**src/rtl/sum_fifo_peak.sv**
```systemverilog
// Show-ahead FIFO that buffers strobed pair-sums for a stalling consumer.
// It also tracks the peak accepted value and a sticky overflow flag.
module sum_fifo_peak #(
  parameter int w  = 5,
  parameter int aw = 2
) (
  input  logic          clk,
  input  logic          rst_b,
  input  logic          clr,
  input  logic [w-1:0]  in_data,
  input  logic          in_valid,
  output logic [w-1:0]  out_data,
  output logic          out_valid,
  input  logic          out_ready,
  output logic [aw:0]   count,
  output logic          full,
  output logic          empty,
  output logic          ovf,
  output logic [w-1:0]  peak
);

  localparam int depth = 1 << aw;
  localparam logic [aw:0]   cnt_full = {1'b1, {aw{1'b0}}};
  localparam logic [aw:0]   cnt_one  = 1;
  localparam logic [aw-1:0] ptr_one  = 1;

  logic [w-1:0]  mem [depth];
  logic [aw-1:0] wr_ptr;
  logic [aw-1:0] rd_ptr;
  logic          push;
  logic          pop;

  assign full      = (count == cnt_full);
  assign empty     = (count == '0);
  assign out_valid = ~empty;
  assign pop       = out_valid & out_ready;
  assign push      = in_valid & (~full | pop);

  // No bypass: a value written this edge is visible only from the next cycle.
  assign out_data  = empty ? '0 : mem[rd_ptr];

  always_ff @(posedge clk or negedge rst_b) begin
    if (!rst_b) begin
      wr_ptr <= '0;
      rd_ptr <= '0;
      count  <= '0;
      ovf    <= 1'b0;
      peak   <= '0;
    end else if (clr) begin
      wr_ptr <= '0;
      rd_ptr <= '0;
      count  <= '0;
      ovf    <= 1'b0;
      peak   <= '0;
    end else begin
      if (push) wr_ptr <= wr_ptr + ptr_one;
      if (pop)  rd_ptr <= rd_ptr + ptr_one;
      case ({push, pop})
        2'b10:   count <= count + cnt_one;
        2'b01:   count <= count - cnt_one;
        default: count <= count;
      endcase
      // A strobe that was not accepted can only mean full without a pop.
      if (in_valid && !push) ovf <= 1'b1;
      if (push && (in_data > peak)) peak <= in_data;
    end
  end

  // Storage carries no reset; unread entries are masked by empty/count.
  always_ff @(posedge clk) begin
    if (push && !clr) mem[wr_ptr] <= in_data;
  end

endmodule

```
**config.mk**
```make
export PLATFORM = sky130hd
export DESIGN_NAME = sum_fifo_peak
export DESIGN_NICKNAME = d
export VERILOG_FILES = /design/src/rtl/sum_fifo_peak.sv
export SDC_FILE = /design/constraint.sdc
export NUM_CORES = 1
export LEC_CHECK = 0
export CAP_MARGIN = 5
export CORE_MARGIN = 10
export CORE_UTILIZATION = 57
export DETAILED_ROUTE_END_ITERATION = 16
export PLACE_DENSITY = 0.89
export SYNTH_ARGS = -nofsm -noshare
export SYNTH_HDL_FRONTEND = slang
export SYNTH_SLANG_ARGS = --single-unit
```
**constraint.sdc**
```tcl
create_clock -name clk -period 6.3 [get_ports clk]
set_clock_uncertainty 0.1 [all_clocks]
set_input_delay 1.575 -clock clk [delete_from_list [all_inputs] [get_ports clk]]
set_output_delay 1.575 -clock clk [all_outputs]
set_load 0.01 [all_outputs]
```
# Word-level counts from Yosys, hierarchy flattened
# Memory sizes are Yosys's and may differ from the RTL's.
# Cells that the tools add are included.
totals:
  regBits: 13
  ram_bits: 20
  in_bits: 10
  word_cells: 43
  n_memories: 1
op_classes:
  add_sub_neg: 4
  magnitude_cmp: 1
  n_eq_ne: 3
  mux: 13
  bitwise: 5
  reduce_logical: 11
memory_table:
  columns: ["memory", "words", "word_bits", "rd", "rd_ports_with_merged_regs", "wr", "line_no", "source"]
  rows:
  - ["mem", 4, 5, 1, 0, 1, "27", "logic [w-1:0] mem [depth];"]
ops:
  columns: ["cell", "n"]
  rows:
  - ["two-way mux 5 bit", 3]
  - ["two-way mux 2 bit", 4]
  - ["nonzero test 2 bit", 4]
  - ["one-hot mux 3 bit (2 select lines)", 1]
  - ["greater-than comparator 5 bit", 1]
  - ["adder 2 x 1 -> 2 bit, second input constant", 2]
  - ["two-way mux 1 bit", 4]
  - ["adder 3 x 1 -> 3 bit, second input constant", 1]
  - ["equality test 3 bit, second input constant", 1]
  - ["logical AND 1 bit", 3]
  - ["zero test 3 bit", 1]
  - ["two-way mux 3 bit", 1]
  - ["nonzero test 3 bit", 1]
  - ["subtractor 3 x 1 -> 3 bit, second input constant", 1]
  - ["bitwise AND 1 bit", 2]
  - ["equality test 2 x 1 -> 1 bit, second input constant", 1]
  - ["equality test 2 bit, second input constant", 1]
  - ["zero test 1 bit", 2]
  - ["NOT 1 bit", 2]
  - ["bitwise OR 1 bit", 1]

# Logic depth before layout (Yosys ltp)
# Gate-level depths: netlist of the first run.
depth:
  word_depth: 9
  mapped_depth: 10

# Worst setup path before layout of the first run
# OpenSTA, ideal clock, no wires.
synth_path:
  path_kind: "input to register"
  start: "input port in_valid"
  end: "register count[2]"
  setup_time_ps: 136
  arrival_ps: 2941
  setup_slack_ps: 3123
  path_stages: 8
  path_buffers: 2
  path_cell_list: "clkbuf_1 > buf_2 > nor2_1 > fa_1 > nor3b_1 > a21oi_1 > a32oi_1 > a21oi_1"
synth_between:
  elab_chain_cells: 4
  elab_cells_between_ends: 6
  cone_classes: "eq/ne: 2; mux: 2; bitwise: 1; reduce/logical: 1"
synth_rtl:
  columns: ["item", "line_no", "source"]
  rows:
  - ["start, declared", "11", "input logic in_valid,"]
  - ["bitwise AND 1 bit *", "37", "assign push = in_valid & (~full | pop);"]
  - ["equality test 2 x 1 -> 1 bit / equality test 2 bit (equally long branches)", "58", "case ({push, pop})"]
  - ["one-hot mux 3 bit (2 select lines)", "58", null]
  - ["two-way mux 3 bit", "49", "end else if (clr) begin"]
  - ["end signal, assigned", "59", "2'b10: count <= count + cnt_one;"]
  - ["end signal, assigned", "60", "2'b01: count <= count - cnt_one;"]
  - ["end signal, assigned", "61", "default: count <= count;"]
  - ["end, declared", "15", "output logic [aw:0] count,"]
# Every way passes the cells marked *; elsewhere a longest branch is shown, timed or not.
# A chain may end at the register's enable or synchronous reset.

# Worst setup path after layout of the first run
layout_path:
  start: "register rd_ptr[0]"
  end: "output port out_data[2]"
layout_between:
  elab_chain_cells: 2
layout_rtl:
  columns: ["item", "line_no", "source"]
  rows:
  - ["start, declared", "29", "logic [aw-1:0] rd_ptr;"]
  - ["start signal, assigned", "57", "if (pop) rd_ptr <= rd_ptr + ptr_one;"]
  - ["memory read (4 x 5 bit)", null, null]
  - ["two-way mux 5 bit", "40", "assign out_data = empty ? '0 : mem[rd_ptr];"]
  - ["end, declared", "12", "output logic [w-1:0] out_data,"]
# Every way passes these cells.

==> flow_metrics.tcl, run 1 <==
set metrics [dict create \
    worst_pin_slew_ns 0.592 \
    grt_pass1_wl_mm 5.84 \
    peakVddDrop_uv 156 \
    synth_edf_count 20 \
    synthDistinctLibCells 36 \
    cp.arrival_ns 2.12 \
    synth_top_area_frac 0.348 \
    grt_max_degree 16 \
    hold_viol 0 \
    max_freq_ghz 0.264 \
    crit_fanout 7 \
    pwr-share-clk 0.226 \
    synthCells 145 \
    initial_core_util 0.610 \
    dp_hpwl_mm 2.72 \
    fin_nets 189 \
    avgSynthCellArea_um2 11.9 \
    clk_pin_slew_worst_paths_ns 0.10 \
    p_int_mw 0.357 \
    slew_headroom 0.604 \
    p_per_area_nw_per_um2 253 \
    grt_pass1_vias 1239 \
    num_antenna_cells 0 \
    cts_setup_buffers 0 \
    ys_seq_area_frac 0.536 \
    drtAntennaViolNets 0 \
    grt_usage 0.137 \
    yosys_warnings 0 \
    cts_inserted_buffers 5 \
    wl_per_cell_um 17.9 \
    ys_ff_latch 33 \
    dr_total_vias 1184 \
    yosysMostFrequentCell "edfxtp_1" \
    p_leak_nw 0.776 \
    setup_tns_ns 0 \
    maxSlewViolCount 0 \
    maxCapViolations 0 \
    cts_tree "yes" \
    ys_async_sr_fraction 0.394 \
    switchingPower_mw 0.157 \
    die_w_um 75.0 \
    viasPerCell 5.89 \
    combPwrFrac 0.267 \
    cts_hold_buf 0 \
    cp-start-kind "register" \
    synth_ff_type "edfxtp_1" \
    cts-htree-levels 2 \
    syn_nets 165 \
    rsz0062_at_grt "false" \
    io_buffers 26 \
    drive_above_1_share 0.112 \
    post_cts_resized 0 \
    syn_area_um2 1730 \
    ioPinCount 27 \
    gp_congestion 0.776 \
    synth.area.top_cells "edfxtp_1, dfrtp_1, ha_1, mux4_2, and2_1" \
    wl_mm 3.59 \
    area_growth_syn_to_layout_pct 17.6 \
    synthTopCellsByCount "edfxtp_1, dfrtp_1, inv_1" \
    hp-class "reg -> reg" \
    die-area_um2 5630 \
    antenna_found_initial 0 \
    setup_violations 0 \
    seq_power_share 0.508 \
    synth_top_area_cell "edfxtp_1" \
    critPathRequiredTime_ns 4.62 \
    cts_root_buf "clkbuf_4" \
    outcome "finished, final reports clean" \
    sw_frac_of_total 0.305 \
    grt.overflow.total 0 \
    first_pass_iters 4 \
    path_class "reg -> out" \
    clock-sinks 33 \
    min_period_over_period 0.602 \
    clk_latency_ns 0.34 \
    endpoint_kind "output pin" \
    rows 19 \
    core_area_um2 2830 \
    utilization 0.718 \
    drcViolationCount 0 \
    cts_buffer_depth 2 \
    die-height_um 75.0 \
    fin_crit_ns 3.79 \
    drtIter0Drc 122 \
]
flip-flops by register name, summed over array words and instances (netlist names):
signal,cells
mem,20
peak,5
count,3
rd_ptr,2
ovf,1
wr_ptr,2
power groups by stage:
stage               sequential [mW]  clock [mW]  combinational, mW
global placement              0.264           0              0.132
CTS                           0.261       0.117              0.138
floorplan                     0.257           0             0.0872
global route                  0.264       0.126              0.151
finish                        0.261       0.116              0.137
detailed placement            0.266           0              0.138
logic make-up after synthesis:
group / share of synthesized area
mux: 0.0783
fa+ha+maj: 0.0768
buf+inv: 0.0529
xor+xnor: 0.0254
simple gates: 0.129
flops: 0.536
compound gates: 0.101
per-stage QoR:
step | power [mW] | instance area [um^2] | hold WS [ns] | setup slack, ns | cells
after floorplan | 0.344 | 1730 | 0.434 | 3.12 | 145
after global placement | 0.396 | 1980 | 0.400 | 2.64 | 193
after detailed placement | 0.404 | 1980 | 0.413 | 2.54 | 193
after CTS | 0.516 | 2030 | 0.439 | 2.48 | 201
after global routing | 0.540 | 2030 | 0.467 | 2.41 | 201
final | 0.514 | 2030 | 0.432 | 2.51 | 201
layout make-up:
| type | count | area, um^2 |
|---|---|---|
| repair buffers | 26 | 260 |
| fillers | 214 | 798 |
| flip-flops and latches | 33 | 926 |
| clock buffers | 6 | 41.3 |
| well taps | 31 | 38.8 |
| clock inverters | 2 | 10.0 |
| multi-input cells | 91 | 709 |
| inverters | 12 | 45.0 |
per-layer routing:
layer | track usage | wire [um] | vias to the layer above
met5 | 0 | 0 | -
met3 | 0.0591 | 221 | 7
met1 | 0.144 | 1510 | 575
met4 | 0.0462 | 44 | 0
li1 | - | - | 575
met2 | 0.240 | 1820 | 27
final timing paths:
path                                to  cells past startpoint  startpoint  slack, ns
max                        out_data[2]                      3   rd_ptr[0]       2.51
min                                ovf                      2         ovf       0.43
max reg2reg                   count[2]                      8    count[0]       3.77
min reg2reg                        ovf                      2         ovf       0.43
max in group asynchronous    rd_ptr[1]                      1       rst_b       4.22
min in group asynchronous      peak[3]                      1       rst_b       1.50
critical path: stages (launching register included):
cell             delay [ns]
dfrtp_1                0.59
mux4_2                 0.55
and2_1                 0.16
clkdlybuf4s50_1        0.47
cells in the final DEF (no fill, tap or decap), drive strengths merged, types with 2 or more instances in the layout:
cell / n
o21ai: 8
clkdlybuf4s50: 26
clkbuf: 6
clkinv: 2
or3: 2
nand3: 8
inv: 12
ha: 9
xor2: 3
mux4: 5
a21oi: 9
nor2: 11
dfrtp: 13
edfxtp: 20
nand2: 5
xnor2: 2
mux2: 2
and2: 11
Note: power is estimated with default switching activity, not from simulation.
==> inputs of run 2 (changes only) <==
CORE_UTILIZATION = 48   (was 57)
PLACE_DENSITY = 0.8   (was 0.89)
clock period = 3.1 ns   (was 6.3 ns; I/O delays follow)
==> run 2 against run 1 <==
  * Die area increased by 14%
  * Sequential share of layout area decreased by 1.5 points
  * Sequential power increased by 100%
  * First-iteration DRC count decreased by 53%
  * Global-route usage decreased by 1.2 points
  * Clock power increased by 110%
  * Worst setup slack got worse by 2.4 ns
  * Register-to-register slack got worse by 3.1 ns
  * Design area increased by 3.5%
  * Core utilization decreased by 10 points
  * Combinational power increased by 120%
  * Largest cell class unchanged
  * Highest routed layer unchanged
==> flow_metrics.tcl, run 2 (synthesized netlist as in run 1, its figures left out) <==
set metrics [dict create \
    cts_buffer_depth 2 \
    p_leak_nw 0.806 \
    top_regs "mem (20), peak (5), count (3)" \
    crit_fanout 7 \
    initial_core_util 0.505 \
    placed_area_um2 2040 \
    layout_common_cells "clkdlybuf4s50_1, edfxtp_1, dfrtp_1" \
    dp_hpwl_mm 2.78 \
    peakVddDrop_uv 315 \
    grt.overflow.total 0 \
    grt_usage 0.125 \
    clock-sinks 33 \
    fin_crit_ns 2.99 \
    largest_register_ff_count 20 \
    drcViolationCount 0 \
    worst_pin_slew_ns 0.607 \
    post_cts_resized 0 \
    ioPinCount 27 \
    cts_hold_buf 0 \
    maxSlewViolCount 0 \
    drtIter0Drc 57 \
    drtAntennaViolNets 0 \
    hold_viol 0 \
    drive_above_1_share 0.136 \
    dr_total_vias 1225 \
    gp_congestion 0.882 \
    endpoint_kind "output pin" \
    die_w_um 80.0 \
    top_register "mem" \
    io_buffers 26 \
    rsz0062_at_grt "false" \
    slew_headroom 0.594 \
    p_per_area_nw_per_um2 507 \
    grt_max_degree 15 \
    maxCapViolations 0 \
    num_antenna_cells 0 \
    grt_pass1_wl_mm 6.20 \
    wl_mm 3.73 \
    fin_nets 195 \
    area_growth_syn_to_layout_pct 21.7 \
    first_pass_iters 4 \
    min_period_over_period 0.963 \
    cp.arrival_ns 2.11 \
    die-height_um 80.0 \
    final_common_cell "clkdlybuf4s50_1" \
    viasPerCell 5.52 \
    clk_latency_ns 0.32 \
    wl_per_cell_um 16.8 \
    cts-htree-levels 2 \
    clk_pin_slew_worst_paths_ns 0.09 \
    max_freq_ghz 0.335 \
    path_class "reg -> out" \
    cts_tree "yes" \
    die-area_um2 6400 \
    grt_pass1_vias 1252 \
    cp-start-kind "register" \
    antenna_found_initial 0 \
    final_area_um2 2100 \
    reg2reg_slack_ns 0.66 \
    hold-worst-slack_ns 0.414 \
    setup_tns_ns 0 \
    cts_inserted_buffers 5 \
    setup_violations 0 \
    core_area_um2 3420 \
    outcome "finished, final reports clean" \
    hp-class "reg -> reg" \
    cts_setup_buffers 0 \
    rows 21 \
    cts_root_buf "clkbuf_4" \
    critPathRequiredTime_ns 2.22 \
]
[run 2: worst paths after layout]
kind | startpoint | end | cells past startpoint
setup reg to reg | count[2] | count[2] | 8
max in group asynchronous | rst_b | count[1] | 1
hold reg to reg | ovf | ovf | 2
hold / removal | ovf | ovf | 2
setup / recovery | rd_ptr[0] | out_data[2] | 3
min in group asynchronous | rst_b | ovf | 1
[run 2: area by class of cell]
type | count | area (um^2)
Fill cell | 287 | 1310
Sequential cell | 33 | 926
Multi-Input combinational cell | 91 | 709
Timing Repair Buffer | 32 | 305
Clock buffer | 8 | 58.8
Tap cell | 46 | 57.6
Inverter | 12 | 45.0
[run 2: metrics by stage]
step | power [mW] | std cells | setup slack (ns) | utilization
after floorplan | 0.699 | 145 | 0.704 | -
after global placement | 0.817 | 214 | 0.420 | 0.598
after detailed placement | 0.833 | 214 | 0.353 | 0.598
after CTS | 1.08 | 222 | 0.0660 | 0.615
after global routing | 1.13 | 222 | 0.00766 | 0.615
final | 1.07 | 222 | 0.114 | 0.615
[run 2: where the power goes]
group          switching (mW)  leakage, nW  internal [mW]
logic                   0.144        0.417          0.156
registers              0.0285        0.357          0.492
clock network           0.134       0.0326          0.112
[run 2: layer usage]
layer	share of wire	global-route usage	wire, um	vias up
met2	0.50	0.204	1850	23
li1	-	-	-	588
met1	0.44	0.153	1660	610
met5	0	0	0	-
met4	0.011	0.0475	40	0
met3	0.049	0.0327	182	4
[run 2: worst max-delay path, stage by stage, from the launching register on]
cell and delay [ns]:
dfrtp_1 0.59, mux4_2 0.55, and2_1 0.17, clkdlybuf4s50_1 0.48
==> inputs of run 3 (changes only) <==
CELL_PAD_IN_SITES_DETAIL_PLACEMENT = 1   (was unset)
CELL_PAD_IN_SITES_GLOBAL_PLACEMENT = 2   (was unset)
CORE_UTILIZATION = 32   (was 48)
==> run 3 against run 2 <==
  * Non-clock buffer count grew 2
  * Sequential power about the same
  * Sequential cell count did not move
  * Wire length is 13% higher
  * Clock-buffer cell count shrank 3
  * Total power rose by 5.7%
  * Combinational power up 4%
  * Design area grew 3.3%
  * Maximum frequency rose by 4.8%
  * Critical endpoint is now out_data[4]
  * Largest cell class unchanged
  * Highest routed layer unchanged
==> flow_metrics.tcl, run 3 (synthesized netlist as in run 1, its figures left out) <==
set metrics [dict create \
    outcome "finished, final reports clean" \
    top_regs "mem (20), peak (5), count (3)" \
    combPwrFrac 0.276 \
    min_period_over_period 0.919 \
    place_ws_ns 0.206 \
    dr_total_vias 1229 \
    first_pass_iters 4 \
    final_common_cell "clkdlybuf4s50_1" \
    drive_above_1_share 0.152 \
    cts_tree "yes" \
    ioPinCount 27 \
    drtAntennaViolNets 0 \
    cts_setup_buffers 0 \
    p_int_mw 0.804 \
    startpoint "rd_ptr[0]" \
    viasPerCell 4.96 \
    endpoint_kind "output pin" \
    ff2ff_path_depth 8 \
    p_leak_nw 0.825 \
    grt_pass1_wl_mm 7.00 \
    die-area_um2 8730 \
    grt_max_degree 15 \
    clock-sinks 33 \
    switchingPower_mw 0.323 \
    gp_congestion 0.771 \
    reg2reg_to "count[2]" \
    fin_crit_ns 2.85 \
    min-delay-start "ovf" \
    clk_pin_slew_worst_paths_ns 0.07 \
    hold_viol 0 \
    reg2reg_slack_ns 0.76 \
    setup_tns_ns 0 \
    largest_register_ff_count 20 \
    wl_per_cell_um 17.0 \
    critPathRequiredTime_ns 2.22 \
    dp_cells 240 \
    p_per_area_nw_per_um2 519 \
    cts-htree-levels 2 \
    p_total_mw 1.13 \
    drtIter0Drc 47 \
    die-height_um 93.5 \
    placed_area_um2 2090 \
    final_cells 248 \
    hold_end "ovf" \
    final_area_um2 2170 \
    initial_core_util 0.334 \
    grt.overflow.total 0 \
    hp-class "reg -> reg" \
    core_area_um2 5170 \
    cts_inserted_buffers 5 \
    setup_ws_ns 0.250 \
    maxSlewViolCount 0 \
    rows 26 \
    num_antenna_cells 0 \
    grt_pass1_vias 1359 \
    peakVddDrop_uv 147 \
    setup_violations 0 \
    cts_buffer_depth 2 \
    layout_common_cells "clkdlybuf4s50_1, edfxtp_1, inv_1, dfrtp_1" \
    wl_mm 4.23 \
    fin_nets 197 \
    r2r_start "count[1]" \
    io_buffers 26 \
    drcViolationCount 0 \
    cts_hold_buf 0 \
    cp.arrival_ns 1.97 \
    worst_pin_slew_ns 0.628 \
    sw_frac_of_total 0.287 \
    path_class "reg -> out" \
    dp_hpwl_mm 3.32 \
    area_growth_syn_to_layout_pct 25.7 \
    slew_headroom 0.580 \
    clk_latency_ns 0.28 \
    grt_usage 0.102 \
    die_w_um 93.5 \
    cp-start-kind "register" \
    fill_cells 551 \
    cts_root_buf "clkbuf_8" \
    top_register "mem" \
    post_cts_resized 0 \
    rsz0062_at_grt "false" \
    antenna_found_initial 0 \
    seq_power_share 0.459 \
    pwr-share-clk 0.265 \
    worstHoldPathCells 2 \
    crit_fanout 7 \
    maxCapViolations 0 \
    max_freq_ghz 0.351 \
]
[run 3: worst max-delay path: stages (launching register included)]
cell and delay (ns):
dfrtp_2 0.51, mux4_2 0.54, and2_1 0.17, clkdlybuf4s50_1 0.48
[run 3: cell type report]
type | instances | area (um^2) | share of cell area
sequential | 33 | 927 | 0.427
inverter | 12 | 45.0 | 0.0207
tap | 70 | 87.6 | 0.0403
clock buffer | 5 | 68.8 | 0.0317
timing repair buffer | 34 | 320 | 0.148
multi-input combinational | 91 | 709 | 0.327
clock inverter | 3 | 12.5 | 0.00576
[run 3: worst max-delay path by stage]
stage | endpoint | slack (ns) | cells after the start
floorplan | count[2] | 0.70 | 10
global placement | count[2] | 0.30 | 8
detailed placement | count[2] | 0.21 | 8
CTS | out_data[4] | 0.07 | 3
global route | out_data[4] | 0.15 | 3
finish | out_data[4] | 0.25 | 3
[run 3: power groups by stage]
| stage | Sequential (mW) | Clock [mW] | Combinational [mW] |
|---|---|---|---|
| 6_report | 0.518 | 0.299 | 0.310 |
| 4_1_cts | 0.518 | 0.310 | 0.318 |
| 5_1_grt | 0.523 | 0.334 | 0.343 |
| 2_1_floorplan | 0.522 | 0 | 0.177 |
| 3_5_place_dp | 0.527 | 0 | 0.316 |
| 3_3_place_gp | 0.525 | 0 | 0.302 |
[run 3: layer usage]
metal	global-route usage	vias to the layer above	wire, um	share of wire
li1	-	587	-	-
met1	0.112	606	1770	0.42
met2	0.175	31	2090	0.50
met3	0.0440	5	319	0.075
met4	0.0296	0	44	0.010
met5	0	-	0	0
[run 3: metrics by stage]
stage / util / hold WS [ns]
floorplan: - / 0.379
global placement: 0.404 / 0.401
detailed placement: 0.404 / 0.408
CTS: 0.419 / 0.429
global route: 0.420 / 0.457
finish: 0.420 / 0.415
